### src/rtl/alu_seq.sv
// alu_seq: handshaked sequential ALU with result flags, an accumulator that can
// replace operand A, and a multi-cycle shift-add multiplier.
module alu_seq #(
    parameter int width = 6
) (
    input  logic             clk,
    input  logic             rst,
    input  logic             in_valid,
    output logic             in_ready,
    input  logic [width-1:0] a,
    input  logic [width-1:0] b,
    input  logic [3:0]       sel,
    input  logic             acc_en,
    output logic             out_valid,
    input  logic             out_ready,
    output logic [width-1:0] x,
    output logic             carry,
    output logic             zero,
    output logic [width-1:0] acc
);

    localparam int CW = $clog2(width + 1);
    localparam logic [width-1:0] W_LIM = width[width-1:0];
    localparam logic [CW-1:0]    CNT_INIT = CW'(width);
    localparam logic [CW-1:0]    CNT_LAST = CW'(1);

    typedef enum logic {IDLE, MUL} state_t;

    state_t               state_q, state_d;
    logic                 out_valid_q, out_valid_d;
    logic [width-1:0]     x_q, x_d, acc_q, acc_d;
    logic                 carry_q, carry_d, zero_q, zero_d;
    logic [2*width-1:0]   ma_q, ma_d, prod_q, prod_d;
    logic [width-1:0]     mb_q, mb_d;
    logic [CW-1:0]        cnt_q, cnt_d;

    logic                 accept, xfer, mul_done;
    logic [width-1:0]     op_a, res_x;
    logic                 res_c;
    logic [width:0]       sum_w;
    logic [2*width-1:0]   prod_step;

    assign op_a      = acc_en ? acc_q : a;
    assign accept    = in_valid && in_ready;
    assign xfer      = out_valid_q && out_ready;
    assign sum_w     = {1'b0, op_a} + {1'b0, b};
    assign prod_step = prod_q + (mb_q[0] ? ma_q : '0);
    assign mul_done  = (state_q == MUL) && (cnt_q == CNT_LAST);

    // Output decode: accept only when idle and the output slot is free or draining.
    always_comb begin
        in_ready = !rst && (state_q == IDLE) && (!out_valid_q || out_ready);
    end

    // Single-cycle opcode results from the selected operand A and B.
    always_comb begin
        res_x = '0;
        res_c = 1'b0;
        case (sel)
            4'd0:    begin res_x = sum_w[width-1:0]; res_c = sum_w[width]; end
            4'd1:    res_x = (op_a > b) ? (op_a - b) : (b - op_a);
            4'd2:    res_x = {{(width-1){1'b0}}, (op_a > b)};
            4'd3:    res_x = op_a & b;
            4'd4:    res_x = op_a | b;
            4'd5:    res_x = op_a ^ b;
            4'd7:    res_x = b;
            4'd9:    begin res_x = op_a - b; res_c = (op_a < b); end
            4'd10:   res_x = (b >= W_LIM) ? '0 : (op_a << b);
            4'd11:   res_x = (b >= W_LIM) ? '0 : (op_a >> b);
            4'd15:   res_x = '0;
            default: res_x = op_a;   // 6, reserved 12-14, and 8 (unused here)
        endcase
    end

    // Next-state: handshake, result load, and multiplier stepping.
    always_comb begin
        state_d     = state_q;
        out_valid_d = out_valid_q;
        x_d         = x_q;
        carry_d     = carry_q;
        zero_d      = zero_q;
        acc_d       = acc_q;
        ma_d        = ma_q;
        mb_d        = mb_q;
        prod_d      = prod_q;
        cnt_d       = cnt_q;
        if (state_q == IDLE) begin
            if (xfer)
                out_valid_d = 1'b0;
            if (accept) begin
                if (sel == 4'd8) begin
                    state_d = MUL;
                    ma_d    = {{width{1'b0}}, op_a};
                    mb_d    = b;
                    prod_d  = '0;
                    cnt_d   = CNT_INIT;
                end else begin
                    out_valid_d = 1'b1;
                    x_d         = res_x;
                    carry_d     = res_c;
                    zero_d      = (res_x == '0);
                    acc_d       = res_x;
                end
            end
        end else begin
            // One shift-add step per edge; the last step also publishes the product.
            prod_d = prod_step;
            ma_d   = ma_q << 1;
            mb_d   = mb_q >> 1;
            cnt_d  = cnt_q - CNT_LAST;
            if (mul_done) begin
                state_d     = IDLE;
                out_valid_d = 1'b1;
                x_d         = prod_step[width-1:0];
                carry_d     = |prod_step[2*width-1:width];
                zero_d      = (prod_step[width-1:0] == '0);
                acc_d       = prod_step[width-1:0];
            end
        end
    end

    // State register; reset drops any multiply in flight.
    always_ff @(posedge clk) begin
        if (rst) state_q <= IDLE;
        else     state_q <= state_d;
    end

    // Result, accumulator and multiplier datapath registers.
    always_ff @(posedge clk) begin
        if (rst) begin
            out_valid_q <= 1'b0;
            x_q         <= '0;
            carry_q     <= 1'b0;
            zero_q      <= 1'b0;
            acc_q       <= '0;
            ma_q        <= '0;
            mb_q        <= '0;
            prod_q      <= '0;
            cnt_q       <= '0;
        end else begin
            out_valid_q <= out_valid_d;
            x_q         <= x_d;
            carry_q     <= carry_d;
            zero_q      <= zero_d;
            acc_q       <= acc_d;
            ma_q        <= ma_d;
            mb_q        <= mb_d;
            prod_q      <= prod_d;
            cnt_q       <= cnt_d;
        end
    end

    assign out_valid = out_valid_q;
    assign x         = x_q;
    assign carry     = carry_q;
    assign zero      = zero_q;
    assign acc       = acc_q;

endmodule

### config.mk
export PLATFORM = sky130hd
export DESIGN_NAME = alu_seq
export DESIGN_NICKNAME = d
export VERILOG_FILES = /design/src/rtl/alu_seq.sv
export SDC_FILE = /design/constraint.sdc
export NUM_CORES = 1
export LEC_CHECK = 0
export ABC_AREA = 1
export CAP_MARGIN = 15
export CORE_MARGIN = 2
export CORE_UTILIZATION = 35
export CTS_CLUSTER_DIAMETER = 40
export DETAILED_ROUTE_END_ITERATION = 8
export PLACE_DENSITY_LB_ADDON = 0.08
export SKIP_CTS_REPAIR_TIMING = 1
export SLEW_MARGIN = 25
export SYNTH_ARGS = -nofsm -noshare
export SYNTH_HDL_FRONTEND = slang
export SYNTH_SLANG_ARGS = --single-unit
export TNS_END_PERCENT = 100
### constraint.sdc
create_clock -name clk -period 2.69 [get_ports clk]
set_input_delay 0.4035 -clock clk [delete_from_list [all_inputs] [get_ports clk]]
set_output_delay 0.4035 -clock clk [all_outputs]
set_load 0.005 [all_outputs]
==> reports/metrics.sh, run 1 <==
STATUS='complete, no violations'
SYN-NUM-NETS=774
DR_TOTAL_VIAS=4940
DRT-INITIAL-DRC-COUNT=383
GR-USAGE-ALL-LAYERS_PCT=23.6
YOSYS_MOST_USED_DFF='dfxtp_1'
FLOORPLAN.IO_PINS=37
WORSTMARGINPINSLEW_NS=0.904
PATH_CLASS='input port to flop'
STARTPOINT_TYPE='input port'
POST-ROUTE-PERIOD-UTIL_PCT=95.2
VIASPERCELL=5.18
CRIT_CHAIN='clkdlybuf4s50_1 -> buf_4 -> inv_1 -> ha_1 -> inv_1 -> nand2_1 -> nand2_2 -> nand3_2 -> buf_4 -> nand3_1 -> nand2_1 -> nand2_2 -> nand4_1 -> buf_4 -> buf_4 -> nand3_1 -> a31oi_1'
FINAL-SETUP-VIOL-COUNT=0
POSTSYNTH.ASYNCRESETSHARE_PCT=0
MAXSLEWVIOLCOUNT=0
TIMING.SLEW.HEADROOM_PCT=39.7
SYN_AREA_MM2=0.00431
BUFFER_PORTS.INSERTED=36
PLACED_AREA_MM2=0.00523
CORE.ROWCOUNT=40
ROUTED_WL_UM=15400
POWER_PER_CELL_AREA_mW_PER_MM2=377
ROUTABILITYCONGESTION=0.982
WORST-ENDPOINT-REQUIRED_NS=2.86
MULTI_INPUT_COMB_AREA_MM2=0.00306
NUM-NETS-FINAL=867
FP.DIEAREA_MM2=0.0132
CLOCK-ROOT-BUFFER='clkbuf_16'
CLK_PIN_SLEW_NS=0.06
FINALHOLDVIOLCOUNT=0
POST-ROUTE-MIN-PERIOD_NS=2.56
NETLIST_TOP_CELLS_COUNT='226 x nand2_1, 85 x inv_1, 72 x nand3_1'
CTSLONGESTPATHBUFFERS=2
AREA.SEQUENTIAL_UM2=861
LAYOUT-AREA-OVERHEAD-VS-SYNTH_PCT=30.3
RR_WORST_DEPTH=17
YS_TYPES=40
CTS_NUM_SINKS=43
HOLDCRITSTARTPOINT='prod_q[6]'
AVGROUTEDWIREPERCELL_UM=16.2
ANTENNADIODECOUNT=0
FINALSETUPTNS_NS=0
SKEW_NS=0.00338
CRITICAL_PATH_PEAK_FANOUT=4
DETAILEDROUTE.FIRSTPASSITERATIONCOUNT=5
START_OF_THE_WORST_REGISTER_TO_REGISTER_PATH='acc[0]'
ARRIVAL_TIME_REPORTED_FOR_THE_CRITICAL_PATH_ENDPOINT_NS=2.73
SYNTH.MOST_COMMON_CELL='nand2_1'
SYNTH_LARGEST_TYPE_AREA_FRACTION_PCT=20.0
SYNTH.AVG_CELL_AREA_UM2=6.05
SYNTH.AREA.TOP_CELLS='dfxtp_1 20%, nand2_1 20%, ha_1 10%'
DOMINANT_CELL_TYPE_BY_AREA_AFTER_SYNTHESIS='dfxtp_1'
POWER.STATIC_LEAKAGE_nW=2.69
SYNTH_WARNINGS=0
ANTENNA_VIOLATIONS_BEFORE_REPAIR=0
SYNTH-EDFF-COUNT=0
GRT_OVERFLOW_TOTAL=0
FINAL_CELL_AREA_MM2=0.00562
GATE_COUNT_AFTER_TECHNOLOGY_MAPPING=713
WORST_SETUP_PATH_END_KIND='flop'
WORST_HOLD_PATH.NUM_CELLS=2
SYNTH-SEQ-AREA-SHARE_PCT=20.0
SHARE_OF_LAYOUT_CELLS_ABOVE_DRIVE_STRENGTH_1_PCT=18.4
CRITICAL-PATH-MAX-STAGE-DELAY_NS=0.58
POSTSYNTHREGISTERBITS=43
START_UTIL_PCT=35.9
HTREEDEPTH=2
CLOCK_LATENCY_NS=0.28
CTS_INSERTED_BUFFERS=5
FILLERINSTANCES=1267
DIE_HEIGHT_UM=115
GRT_START_MAX_NET_PINS=36
ANT_NETS=0
PATH_COMMON_CELL='buf_4'
DIE_WIDTH_UM=115
DRC=0
HOLDPATHEND='prod_q[6]'
RRSETUPSLACK_NS=0.19
TIMING.MAX_CAP.VIOLATIONS=0
PEAKVDDDROP_uV=283
GRT_PASS1_VIAS=4675
DP_SLACK_NS=-0.552
FINAL_CRITICAL_PATH_SETUP_SLACK_NS=0.129
CRIT_PATH_TOP_DELAY_CELL='clkdlybuf4s50_1'
DETAILEDPLACEMENTHPWL_UM=12100
FIRST_PASS_GRT_WIRE_LENGTH_UM=24300
PLACEABLECOREAREA_MM2=0.0120
MIN-DELAY-PATH-CLASS='flop to flop'
CLOCK_TREE_FROM_TRITONCTS='built'
RR_ENDPOINT='zero'
MAX_FREQ_MHz=390
[worst max-delay path by stage]
stage | from | endpoint | slack, ns | cells past startpoint
floorplan | acc_en | zero | 0.13 | 17
detailed placement | acc_en | zero | -0.55 | 17
global placement | acc_en | acc[1] | -0.50 | 15
finish | b[3] | acc[4] | 0.13 | 17
CTS | acc_en | zero | -0.27 | 17
global route | acc_en | zero | -0.02 | 18
[metrics by stage]
stage | hold slack, ns | std cells | power [mW] | util (%)
final | 0.473 | 953 | 2.12 | 46.8
after detailed placement | 0.462 | 940 | 1.36 | 43.5
after global placement | 0.450 | 940 | 1.37 | 43.5
after global routing | 0.500 | 953 | 2.23 | 46.8
after floorplan | 0.439 | 713 | 1.05 | -
after CTS | 0.472 | 947 | 2.05 | 44.8
[final cells by class]
class	instances	area share (%)
flip-flops and latches	43	15.3
inverters	95	6.39
multi-input cells	544	54.5
clock buffers	6	2.29
well taps	147	3.27
repair buffers	117	17.7
clock inverters	1	0.535
[sequential cells by signal, summed over array words and instances, names as in the netlist]
register and cells:
ma_q 12, prod_q 12, acc 6, mb_q 6, cnt_q 3, carry 1, out_valid 1, state_q 1
zero 1
[critical path, delay by kind of cell]
kind / cells / cell delay, ns
AO/OA/AOI/OAI: 1 / 0.07
AND/OR/NAND/NOR: 8 / 0.64
buffers and inverters: 7 / 1.36
adder cells (fa/ha/maj): 1 / 0.25
[placed cells by master, fill, tap and decap left out, drive strengths merged]
cell type	instances
dfxtp	43
a31oi	17
a22oi	1
o211ai	3
buf	81
nand3	73
nor4	2
xor2	8
ha	36
fa	4
a211oi	1
or2	1
a21oi	46
a221oi	1
nand2	233
nor3	6
bufinv	1
o21ai	29
o2111ai	1
nor2	62
xnor2	3
clkdlybuf4s50	32
dlymetal6s2s	4
o21bai	1
nand4	11
inv	94
clkinv	1
nand3b	3
o31ai	1
clkbuf	6
o21a	1
[kinds of logic (layout without fill, tap and decap cells)]
kind of cell,after synthesis,after routing,synth area share [%]
and+or+nand+nor,391,391,38.9
buffers and inverters,126,219,13.1
AOI/OAI and AO/OA,102,102,13.5
DFF,43,43,20.0
adders and majority gates,40,40,12.3
xor gates and xnor gates,11,11,2.24
[metal layers]
metal | vias up | global-route usage, % | part of all wire, %
met5 | - | 0 | 0
met4 | 0 | 7.15 | 3.0
met3 | 28 | 3.27 | 6.5
met2 | 184 | 35.8 | 43
met1 | 2247 | 34.5 | 48
li1 | 2481 | - | -
[power by group]
group          internal [mW]  switching (mW)
clock                  0.433           0.245
sequential             0.651          0.0120
combinational          0.340           0.435
Note: power is estimated with default switching activity, not from simulation.
==> inputs of run 2 (changes only) <==
Settings changed: DONT_BUFFER_PORTS set to 1, SETUP_SLACK_MARGIN set to 0.2.
==> run 2 against run 1 <==
Against the previous run: worst hold slack worse by 0.29 ns; largest cell class unchanged; critical path type is now flop to flop; combinational power is 21% lower; sequential cell count stayed put; final area is 11% lower; clock skew hardly changed; highest routed layer unchanged; first-iteration DRC count is 8.1% lower.
==> reports/metrics.sh, run 2 (same netlist as run 1, synthesis figures left out) <==
STATUS='complete, no violations'
POST-ROUTE-PERIOD-UTIL_PCT=89.5
SKEW_NS=0.00309
CORE.ROWCOUNT=40
DP_SLACK_NS=-0.0560
AREA.SEQUENTIAL_UM2=868
ARRIVAL_TIME_REPORTED_FOR_THE_CRITICAL_PATH_ENDPOINT_NS=2.63
CTSLONGESTPATHBUFFERS=2
WORST-ENDPOINT-REQUIRED_NS=2.91
GR-USAGE-ALL-LAYERS_PCT=22.8
FP.DIEAREA_MM2=0.0132
POST-ROUTE-MIN-PERIOD_NS=2.41
DR_TOTAL_VIAS=4638
LAYOUT-AREA-OVERHEAD-VS-SYNTH_PCT=16.5
BUFFER_PORTS.INSERTED=0
ROUTED_WL_UM=15000
MOST-COMMON-LAYOUT-CELLS='217 x nand2_1, 79 x inv_1, 61 x nand3_1'
FINAL-SETUP-VIOL-COUNT=0
CLOCK_TREE_FROM_TRITONCTS='built'
MULTI_INPUT_COMB_AREA_MM2=0.00310
HTREEDEPTH=2
PLACEABLECOREAREA_MM2=0.0120
DETAILEDROUTE.FIRSTPASSITERATIONCOUNT=5
PLACED_AREA_MM2=0.00457
RR_WORST_DEPTH=17
GRT_OVERFLOW_TOTAL=0
DRT-INITIAL-DRC-COUNT=352
DETAILEDPLACEMENTHPWL_UM=11900
PATH_CLASS='flop to flop'
STARTPOINT_TYPE='flop'
DRC=0
CTS_INSERTED_BUFFERS=5
BIGGESTREGSBYFLOPS='ma_q x12, prod_q x12'
MAXSLEWVIOLCOUNT=0
SHARE_OF_LAYOUT_CELLS_ABOVE_DRIVE_STRENGTH_1_PCT=17.4
FINAL_CRITICAL_PATH_SETUP_SLACK_NS=0.282
FIRST_PASS_GRT_WIRE_LENGTH_UM=23400
CRITICAL_PATH_PEAK_FANOUT=4
PEAKVDDDROP_uV=241
POWER.STATIC_LEAKAGE_nW=2.35
WORST_SETUP_PATH_END_KIND='flop'
CLK_PIN_SLEW_NS=0.06
FILLERINSTANCES=1364
GRT_PASS1_VIAS=4348
P_TOTAL_mW=2.06
FLOORPLAN.IO_PINS=37
START_UTIL_PCT=35.9
GRT_SETUP_UNREPAIRED='yes'
MAX_FREQ_MHz=415
TIMING.MAX_CAP.VIOLATIONS=0
GRT_START_MAX_NET_PINS=37
CLOCK_LATENCY_NS=0.28
WORST_HOLD_PATH.NUM_CELLS=1
ROUTABILITYCONGESTION=1.03
WORSTMARGINPINSLEW_NS=0.667
TIMING.SLEW.HEADROOM_PCT=55.4
CTS_NUM_SINKS=43
NUM-NETS-FINAL=789
VIASPERCELL=5.29
FINAL_CELL_AREA_MM2=0.00502
CLOCK-ROOT-BUFFER='clkbuf_16'
ANTENNA_VIOLATIONS_BEFORE_REPAIR=0
DIE_HEIGHT_UM=115
DIE_WIDTH_UM=115
POWER_PER_CELL_AREA_mW_PER_MM2=410
FINALHOLDVIOLCOUNT=0
ANT_NETS=0
AVGROUTEDWIREPERCELL_UM=17.1
MIN-DELAY-PATH-CLASS='input port to flop'
LAYOUT_COMMONEST_CELL='nand2_1'
ANTENNADIODECOUNT=0
run 2: cell count changes in the layout (fill, tap and decap cells not counted), moves of 2 or more:
cell | previous run | this run
buf_4 | 79 | 35
buf_6 | 1 | 3
clkdlybuf4s50_1 | 32 | 0
dfxtp_1 | 43 | 39
dfxtp_2 | 0 | 3
dlymetal6s2s_1 | 4 | 0
nand2_1 | 223 | 217
nand2_2 | 8 | 13
nand3_1 | 68 | 61
nand3_2 | 5 | 12
nor2_1 | 53 | 51
nor2_2 | 4 | 7
run 2: worst max-delay path: stages (launching register included):
cell and delay [ns]:
dfxtp_2 0.34, nand2_2 0.07, o21ai_4 0.12, ha_2 0.24, inv_2 0.04, fa_2 0.36, inv_2 0.07, nand3_2 0.09
a21oi_2 0.14, buf_4 0.12, nor2_2 0.04, nor2_1 0.13, nand4_1 0.15, nand2_1 0.09, nand2_1 0.06, nor2_2 0.10
nand2_1 0.07, a21oi_2 0.10
run 2: worst paths after layout:
check | startpoint | to | slack [ns]
setup reg to reg | acc[0] | zero | 0.28
setup / recovery | acc[0] | zero | 0.28
hold / removal | rst | ma_q[9] | 0.19
hold reg to reg | ma_q[11] | ma_q[11] | 0.46
run 2: area by class of cell:
type,instances,share of cell area [%]
clock inverters,2,1.20
repair buffers,39,6.31
well taps,147,3.66
clock buffers,6,2.57
flip-flops and latches,43,17.3
inverters,95,7.23
multi-input cells,544,61.7
run 2: where the power goes:
part / internal (mW) / total, mW / switching [mW] / leakage [nW]
Clock: 0.532 / 0.780 / 0.248 / 0.0911
Combinational: 0.233 / 0.614 / 0.381 / 1.91
Sequential: 0.651 / 0.664 / 0.0132 / 0.350
run 2: per-stage QoR:
stage	instances	hold WS [ns]	utilization, %	TNS (ns)
3_5_place_dp	864	0.452	38.0	-0.0876
4_1_cts	872	0.177	39.6	0
3_3_place_gp	864	0.447	38.0	-0.105
5_1_grt	876	0.178	41.8	0
2_1_floorplan	713	0.439	-	0
6_report	876	0.185	41.8	0
run 2: metal layers:
metal | track usage, % | wire, um | vias to the layer above
met5 | 0 | 0 | -
met4 | 2.57 | 87 | 0
met3 | 4.22 | 861 | 10
met2 | 35.1 | 6500 | 126
met1 | 33.9 | 7500 | 2173
li1 | - | - | 2329
